[src/rtl/pipeline_stall_control.sv]
// LC-3b pipeline control: turns hazard, memory-handshake and branch requests into stage load/flush and PC controls.
// Latency: controls are combinational from state and inputs. Backpressure: a pending d-mem access freezes every stage.
module pipeline_stall_control #(
    parameter int CNT_W   = 16,
    parameter int TIMEOUT = 255
) (
    input  logic             clk,
    input  logic             reset,
    input  logic             stall_forwarding,
    input  logic             flush_forwarding,
    input  logic             imem_req,
    input  logic             imem_resp,
    input  logic             dmem_req,
    input  logic             dmem_resp,
    input  logic             br_taken,
    output logic             load_pc,
    output logic             pc_sel_saved,
    output logic             save_br_target,
    output logic             load_if_id,
    output logic             load_id_ex,
    output logic             load_ex_mem,
    output logic             load_mem_wb,
    output logic             flush_if_id,
    output logic             flush_id_ex,
    output logic             flush_ex_mem,
    output logic [CNT_W-1:0] stall_count,
    output logic             mem_timeout
);

    typedef enum logic [1:0] {
        S_RUN      = 2'd0,
        S_LOAD_USE = 2'd1,
        S_BR_PEND  = 2'd2
    } state_t;

    state_t           r_state;
    state_t           w_state_nxt;
    logic [15:0]      r_wait_cnt;
    logic [15:0]      w_wait_nxt;
    logic [CNT_W-1:0] r_stall_cnt;
    logic             r_timeout;
    logic             w_dmem_wait;
    logic             w_imem_wait;
    logic             w_hazard;
    logic             w_wait_cycle;

    assign w_dmem_wait = dmem_req & ~dmem_resp;
    assign w_imem_wait = imem_req & ~imem_resp;
    assign w_hazard    = stall_forwarding & flush_forwarding;

    always_ff @(posedge clk) begin
        if (reset) begin
            r_state <= S_RUN;
        end else begin
            r_state <= w_state_nxt;
        end
    end

    always_comb begin
        w_state_nxt = r_state;
        if (!w_dmem_wait) begin
            case (r_state)
                S_RUN: begin
                    if (br_taken) begin
                        if (w_imem_wait) begin
                            w_state_nxt = S_BR_PEND;
                        end
                    end else if (w_hazard) begin
                        w_state_nxt = S_LOAD_USE;
                    end
                end
                S_LOAD_USE: w_state_nxt = S_RUN;
                S_BR_PEND: begin
                    if (imem_resp) begin
                        w_state_nxt = S_RUN;
                    end
                end
                default: w_state_nxt = S_RUN;
            endcase
        end
    end

    always_comb begin
        load_pc        = 1'b1;
        pc_sel_saved   = 1'b0;
        save_br_target = 1'b0;
        load_if_id     = 1'b1;
        load_id_ex     = 1'b1;
        load_ex_mem    = 1'b1;
        load_mem_wb    = 1'b1;
        flush_if_id    = 1'b0;
        flush_id_ex    = 1'b0;
        flush_ex_mem   = 1'b0;
        w_wait_cycle   = 1'b0;
        if (reset) begin
            load_pc      = 1'b0;
            load_if_id   = 1'b0;
            load_id_ex   = 1'b0;
            load_ex_mem  = 1'b0;
            load_mem_wb  = 1'b0;
            flush_if_id  = 1'b1;
            flush_id_ex  = 1'b1;
            flush_ex_mem = 1'b1;
        end else if (w_dmem_wait) begin
            load_pc      = 1'b0;
            load_if_id   = 1'b0;
            load_id_ex   = 1'b0;
            load_ex_mem  = 1'b0;
            load_mem_wb  = 1'b0;
            w_wait_cycle = 1'b1;
        end else begin
            case (r_state)
                S_RUN: begin
                    if (br_taken) begin
                        flush_if_id    = 1'b1;
                        flush_id_ex    = 1'b1;
                        flush_ex_mem   = 1'b1;
                        save_br_target = 1'b1;
                        load_pc        = ~w_imem_wait;
                    end else if (w_hazard) begin
                        load_pc      = 1'b0;
                        load_if_id   = 1'b0;
                        load_id_ex   = 1'b0;
                        flush_ex_mem = 1'b1;
                    end else if (w_imem_wait) begin
                        load_pc      = 1'b0;
                        flush_if_id  = 1'b1;
                        w_wait_cycle = 1'b1;
                    end
                end
                // The load has already advanced, so a repeated hazard request is stale here.
                S_LOAD_USE: begin
                    if (w_imem_wait) begin
                        load_pc      = 1'b0;
                        flush_if_id  = 1'b1;
                        w_wait_cycle = 1'b1;
                    end
                end
                S_BR_PEND: begin
                    flush_if_id = 1'b1;
                    if (imem_resp) begin
                        pc_sel_saved = 1'b1;
                    end else begin
                        load_pc      = 1'b0;
                        w_wait_cycle = 1'b1;
                    end
                end
                default: begin
                    load_pc = 1'b1;
                end
            endcase
        end
    end

    assign w_wait_nxt = !w_wait_cycle          ? 16'd0      :
                        (r_wait_cnt == 16'hFFFF) ? r_wait_cnt :
                        r_wait_cnt + 16'd1;

    always_ff @(posedge clk) begin
        if (reset) begin
            r_stall_cnt <= '0;
            r_wait_cnt  <= 16'd0;
            r_timeout   <= 1'b0;
        end else begin
            if (!load_pc && (r_stall_cnt != {CNT_W{1'b1}})) begin
                r_stall_cnt <= r_stall_cnt + {{(CNT_W-1){1'b0}}, 1'b1};
            end
            r_wait_cnt <= w_wait_nxt;
            if (w_wait_cycle && (w_wait_nxt >= 16'(TIMEOUT))) begin
                r_timeout <= 1'b1;
            end
        end
    end

    assign stall_count = r_stall_cnt;
    assign mem_timeout = r_timeout;

endmodule

[config.mk]
export PLATFORM = sky130hd
export DESIGN_NAME = pipeline_stall_control
export DESIGN_NICKNAME = d
export VERILOG_FILES = /design/src/rtl/pipeline_stall_control.sv
export SDC_FILE = /design/constraint.sdc
export NUM_CORES = 1
export LEC_CHECK = 0
export ABC_AREA = 0
export ABC_CLOCK_PERIOD_IN_PS = 2510
export CORE_UTILIZATION = 54
export CTS_BUF_LIST = sky130_fd_sc_hd__clkbuf_8
export DETAILED_ROUTE_END_ITERATION = 10
export PLACE_DENSITY = 0.82
export SYNTH_ARGS = -nofsm -noshare
export SYNTH_HDL_FRONTEND = slang
export SYNTH_SLANG_ARGS = --single-unit
[constraint.sdc]
create_clock -name clk -period 2.51 [get_ports clk]
set_input_delay 0.3765 -clock clk [delete_from_list [all_inputs] [get_ports clk]]
set_output_delay 0.3765 -clock clk [all_outputs]
set_load 0.05 [all_outputs]
# After elaboration in Yosys (flattened, before gate mapping)
# Index checks and enable logic that the tools add are counted.
op_classes:
  bitwise_logic: 7
  reduce_logical: 5
  mux: 45
  n_eq_ne: 7
  addsub: 2
  order_cmp: 1
op_table:
  columns: ["operator", "count"]
  rows:
  - ["$mux W1", 35]
  - ["$add A16 B1 Y16 const B", 2]
  - ["$mux W16", 2]
  - ["$eq A16 B16 Y1 const B", 1]
  - ["$ge A16 B8 Y1 const B", 1]
  - ["$ne A16 B16 Y1 const B", 1]
  - ["$pmux W1 S3", 3]
  - ["$mux W2", 4]
  - ["$ne A3 B3 Y1 const B", 2]
  - ["$not A1 Y1", 4]
  - ["$pmux W2 S2", 1]
  - ["$reduce_and A4 Y1", 1]
  - ["$and A1 B1 Y1", 3]
  - ["$eq A2 B1 Y1 const B", 1]
  - ["$eq A2 B2 Y1 const B", 1]
  - ["$logic_and A1 B1 Y1", 2]
  - ["$logic_not A2 Y1", 1]
  - ["$ne A2 B2 Y1 const B", 1]
  - ["$logic_not A1 Y1", 1]
word_totals:
  out_inout_bits: 27
  elab_cells: 71
  ff_bits: 35
  input_bits: 9

# Logic depth before layout (Yosys ltp)
# Gate-level depths: netlist of run 1.
logic_depth:
  ltp_word: 11
  ltp_mapped: 7
  ltp_nobuf: 7

# Least setup slack after synthesis of run 1
# OpenSTA, ideal clock, no wires.
synth_path:
  kind: "reg2out"
  startpoint: "register r_state[0]"
  endpoint: "output port pc_sel_saved"
  path_stages_with_launch: 4
  t_required_ps: 2134
  arrival_ps: 2254
  slack_ps: -121
  n_path_buf: 1
  path_cell_list: "dfxtp_1 buf_2 nand2b_1 nor4b_1"
synth_between:
  elab_chain_cells: 4
synth_lines:
  columns: ["item", "line_no", "text"]
  rows:
  - ["start, declared", "36", "state_t r_state;"]
  - ["start signal, assigned", "55", "r_state <= w_state_nxt;"]
  - ["$eq A2 B2 Y1", "112", "case (r_state)"]
  - ["$mux W1", "112", null]
  - ["$mux W1", "104", "end else if (w_dmem_wait) begin"]
  - ["$mux W1", "95", "if (reset) begin"]
  - ["end, declared", "17", "output logic pc_sel_saved,"]
# Every way passes these cells.

# Worst setup path after layout of run 1
layout_path:
  startpoint: "input port imem_resp"
  endpoint: "output port flush_if_id"
layout_between:
  elab_chain_cells: 8
layout_lines:
  columns: ["item", "line_no", "text"]
  rows:
  - ["start, declared", "12", "input logic imem_resp,"]
  - ["$not A1 Y1 *", "48", "assign w_imem_wait = imem_req & ~imem_resp;"]
  - ["$and A1 B1 Y1 *", "48", null]
  - ["$mux W1 *", "125, 133", null]
  - ["$mux W1", "120", "end else if (w_hazard) begin"]
  - ["$mux W1", "114", "if (br_taken) begin"]
  - ["$pmux W1 S3 *", "112", null]
  - ["$mux W1 *", "104", null]
  - ["$mux W1 *", "95", null]
  - ["end, declared", "23", "output logic flush_if_id,"]
# Mark *: on every way between the ends. The rest lies on a longest branch, timed or not.

==> results_dict.tcl, run 1 <==
set metrics [dict create \
    fin_nets 293 \
    powerDensity_nw_per_um2 463 \
    overflow 0 \
    synth_top_area_cell "dfxtp_1" \
    drt-initial-drc-count 133 \
    synthesis.instances 248 \
    max-slew-margin-rel_pct 66.4 \
    grt_start_max_net_pins 17 \
    hold_viol_final 0 \
    cp_max_fo 4 \
    chipWidth_um 63.1 \
    clock_sinks 35 \
    drtAntennaViolNets 0 \
    fin_setup_tns_ns 0 \
    cp.arrival_ns 1.83 \
    clock_latency_ns 0.29 \
    drt_pass1_iterations 4 \
    ctsResizeCount 0 \
    worstHoldStart "mem_timeout" \
    holdBufCountCts 0 \
    r2r_start "r_wait_cnt[0]" \
    grt_setup_unrepaired "no" \
    die_h_um 63.1 \
    drive_above_1_share_pct 12.7 \
    vias_per_cell 5.75 \
    leakagePower_nw 0.968 \
    critical_path_class "in2out" \
    hp-class "reg2reg" \
    fin_hold_ws_ns 0.519 \
    clk_path_buf_depth 2 \
    numPortBuffers 35 \
    syn_to_final_growth_pct 29.0 \
    start_kind "input pin" \
    synth-seq-cells 35 \
    antenna_cells 0 \
    ys_warn_count 0 \
    postCtsSetupBuffers 0 \
    start_util_pct 58.5 \
    syn_nets 259 \
    synth.area.top_cells "dfxtp_1, xor2_1, nor2_1" \
    setup.worst_path.start "imem_resp" \
    dr_total_vias 1893 \
    die_area_um2 3980 \
    remaining_drc_errors 0 \
    path_clk_slew_ns 0.07 \
    worst_pin_slew_ns 0.492 \
    cts_tree "built" \
    synth_ff_type "dfxtp_1" \
    avgRoutedWirePerCell_um 13.5 \
    grt_pass1_wl_um 7660 \
    ir_drop_uv 338 \
    syn_avg_cell_area_um2 8.12 \
    rows 21 \
    yosysSeqAreaShare_pct 34.8 \
    cts_root_buffer "clkbuf_8" \
    ys_async_sr_fraction_pct 0 \
    synth_top_area_share_pct 34.8 \
    outcome "finished, final reports clean" \
    routed_wl_um 4460 \
    grt_usage_pct 24.2 \
    max_cap_viol_count 0 \
    core-area_um2 3440 \
    critPathRequiredTime_ns 2.13 \
    cts_buffers 5 \
    netlist_area_um2 2010 \
    htree_levels 2 \
    clock_skew_ns 0.0122 \
    grt_pass1_vias 1714 \
    period_minus_slack_ns 2.20 \
    max_clock_freq_mhz 454 \
    setup_violations 0 \
    drv_slew 0 \
    synth_edf_count 0 \
    io_pins 36 \
    dp.final_hpwl_um 3230 \
    synth_cell_types 51 \
    post-route-period-util_pct 87.8 \
    antenna_found_initial 0 \
    gp_congestion 0.905 \
    endpoint_kind "primary output" \
]
## Yosys cell counts, drive strengths merged (2+ instances only)
cell	instances
xor2	20
o21ai	11
nand4	11
nand2	16
nor4	3
and3	8
dfxtp	35
o31ai	2
a211oi	2
inv	7
and4	2
and2	4
nand2b	4
or3	3
nor3	6
a31oi	3
nand3	19
ha	2
xnor2	3
clkbuf	4
nor2	40
mux2i	3
buf	10
a21oi	10
## logic make-up (layout without fill, tap and decap cells)
kind of cell / Yosys count / count (layout) / synth area share, %
AO/OA/AOI/OAI: 40 / 40 / 13.8
XOR/XNOR: 23 / 23 / 10.0
adder cells (fa/ha/maj): 3 / 3 / 1.74
buffers and inverters: 21 / 56 / 4.91
flip-flops: 35 / 35 / 34.8
multiplexers: 4 / 4 / 2.05
AND/OR/NAND/NOR: 122 / 122 / 32.7
## flip-flops by register name (all words and copies together) (netlist names)
signal,count
r_state,2
mem_timeout,1
r_wait_cnt,16
stall_count,16
## worst max-delay path, stage by stage
cell,delay [ns]
clkdlybuf4s50_1,0.42
nand2b_1,0.19
o32a_1,0.33
o21ai_0,0.32
buf_12,0.19
## layer usage
metal	share of wire (%)	global-route usage (%)	vias up
li1	-	-	946
met1	46	30.2	885
met2	48	39.4	57
met3	6.0	7.97	5
met4	0.94	6.69	0
met5	0	0	-
## worst paths after layout
kind	end	slack, ns	depth (start not counted)
worst max register to register	mem_timeout	0.45	7
worst min-delay path	mem_timeout	0.52	2
worst min register to register	mem_timeout	0.52	2
worst max-delay path	flush_if_id	0.31	5
## power by group
| group | internal (mW) | switching, mW | total [mW] |
|---|---|---|---|
| logic | 0.0908 | 0.125 | 0.216 |
| registers | 0.564 | 0.0130 | 0.577 |
| clock network | 0.193 | 0.217 | 0.410 |
## area by class of cell
type | instances | area, um2
repair buffers | 41 | 495
inverters | 7 | 26.3
clock buffers | 5 | 68.8
fillers | 255 | 846
flip-flops and latches | 35 | 701
clock inverters | 3 | 20.0
well taps | 46 | 57.6
multi-input cells | 192 | 1230
## metrics by stage
stage | setup slack [ns] | util, % | power (mW) | cells | cell area, um2
after floorplan | 0.176 | - | 0.711 | 248 | 2030
after global placement | 0.324 | 72.8 | 0.801 | 321 | 2510
after detailed placement | 0.290 | 72.8 | 0.805 | 321 | 2510
after CTS | 0.289 | 75.4 | 1.21 | 329 | 2600
after global routing | 0.237 | 75.4 | 1.26 | 329 | 2600
final | 0.306 | 75.4 | 1.20 | 329 | 2600
## cell usage in the layout, fill, tap and decap left out, drive strengths merged, types with 4 or more instances in the layout
cell type and n:
nand4 11, nand2 16, a21oi 10, xor2 20, nand3 19, buf 16
clkbuf 5, clkdlybuf4s50 25, nand2b 4, nor2 40, nor3 6, o21ai 11
inv 7, and3 8, dfxtp 35, and2 4
Note: power is estimated with default switching activity, not from simulation.
==> run 2: changes to the inputs <==
CTS_CLUSTER_SIZE = 8   (was default)
SETUP_SLACK_MARGIN = 0.3   (was default)
SLEW_MARGIN = 20   (was default)
==> results_dict.tcl, run 2 (synthesized netlist as in run 1, its figures left out) <==
set metrics [dict create \
    outcome "finished, final reports clean" \
    vias_per_cell 5.86 \
    io_pins 36 \
    drt-initial-drc-count 223 \
    final.fill_count 243 \
    post-route-period-util_pct 85.1 \
    dr_total_vias 1945 \
    chipWidth_um 63.1 \
    cp_max_fo 4 \
    drtAntennaViolNets 0 \
    max_cap_viol_count 0 \
    dp.final_hpwl_um 3340 \
    antenna_found_initial 0 \
    cts_root_buffer "clkbuf_8" \
    start_util_pct 58.5 \
    final_util_pct 76.5 \
    grt_setup_unrepaired "no" \
    holdBufCountCts 0 \
    drt_pass1_iterations 4 \
    drv_slew 0 \
    cp.arrival_ns 1.76 \
    htree_levels 2 \
    grt_pass1_vias 1757 \
    rows 21 \
    final_common_cell "nor2_1" \
    leakagePower_nw 1.00 \
    fin_hold_ws_ns 0.500 \
    die_h_um 63.1 \
    ir_drop_uv 371 \
    critPathRequiredTime_ns 2.13 \
    max-slew-margin-rel_pct 66.5 \
    clock_sinks 35 \
    mostFrequentLayoutCells "nor2_1, dfxtp_1, clkdlybuf4s50_1" \
    clock_skew_ns 0.00292 \
    start_kind "input pin" \
    setup_violations 0 \
    clock_latency_ns 0.29 \
    fin_setup_tns_ns 0 \
    period_minus_slack_ns 2.14 \
    max_clock_freq_mhz 468 \
    antenna_cells 0 \
    gp_congestion 0.923 \
    overflow 0 \
    fin_nets 296 \
    cts_buffers 5 \
    grt_start_max_net_pins 17 \
    reg2reg_slack_ns 0.44 \
    worst_pin_slew_ns 0.502 \
    numPortBuffers 35 \
    avgRoutedWirePerCell_um 14.1 \
    path_clk_slew_ns 0.07 \
    grt_usage_pct 24.9 \
    cts_tree "built" \
    grt_pass1_wl_um 7770 \
    powerDensity_nw_per_um2 450 \
    core-area_um2 3440 \
    routed_wl_um 4680 \
    hp-class "reg2reg" \
    endpoint_kind "primary output" \
    clk_path_buf_depth 2 \
    syn_to_final_growth_pct 30.8 \
    hold_viol_final 0 \
    critical_path_class "in2out" \
    drive_above_1_share_pct 13.6 \
    die_area_um2 3980 \
    remaining_drc_errors 0 \
]
==> run 2: cell types whose count changed in the layout (fill, tap and decap cells not counted), sizes merged <==
cell / previous run / this run
buf: 16 / 19
dlymetal6s2s: 0 / 1
inv: 7 / 8
clkdlybuf4s50: 25 / 24
clkinvlp: 2 / 1
==> run 2: final timing paths <==
check	end	depth (start not counted)	from
max	flush_if_id	5	imem_resp
min	stall_count[1]	2	stall_count[1]
max reg2reg	mem_timeout	7	r_wait_cnt[0]
min reg2reg	stall_count[1]	2	stall_count[1]
==> run 2: area by class of cell <==
type	count	area, um2	share of cell area [%]
clock buffers	5	68.8	2.61
clock inverters	3	16.3	0.618
inverters	7	26.3	0.998
multi-input cells	192	1240	47.2
flip-flops and latches	35	701	26.6
well taps	46	57.6	2.19
repair buffers	44	520	19.8
==> run 2: per-stage QoR <==
step                total power [mW]  setup WS, ns  std cells  area, um2
CTS                             1.19         0.306        330       2610
floorplan                      0.712         0.472        248       2030
global placement               0.803         0.379        322       2520
detailed placement             0.803         0.325        322       2520
global route                    1.24         0.321        332       2630
finish                          1.18         0.373        332       2630
==> run 2: critical path, stage by stage <==
cell and delay [ns]:
clkdlybuf4s50_1 0.43, nand2b_1 0.21, o32a_1 0.34, o21ai_1 0.23, buf_12 0.18
==> run 2: repair_timing <==
item,CTS,global route
setup endpoints to repair,0,7
buffers inserted,0,2
resized for setup,0,3
==> run 2: power by group <==
part	internal (mW)	switching, mW
registers	0.564	0.0125
logic	0.0917	0.123
clock network	0.190	0.203
total	0.845	0.338
==> run 2: layer usage <==
| layer | share of wire [%] | vias to the layer above | track usage (%) |
|---|---|---|---|
| met5 | 0 | - | 0 |
| met4 | 1.5 | 0 | 10.2 |
| met3 | 6.4 | 6 | 7.97 |
| met2 | 48 | 85 | 40.7 |
| met1 | 44 | 901 | 29.9 |
| li1 | - | 953 | - |
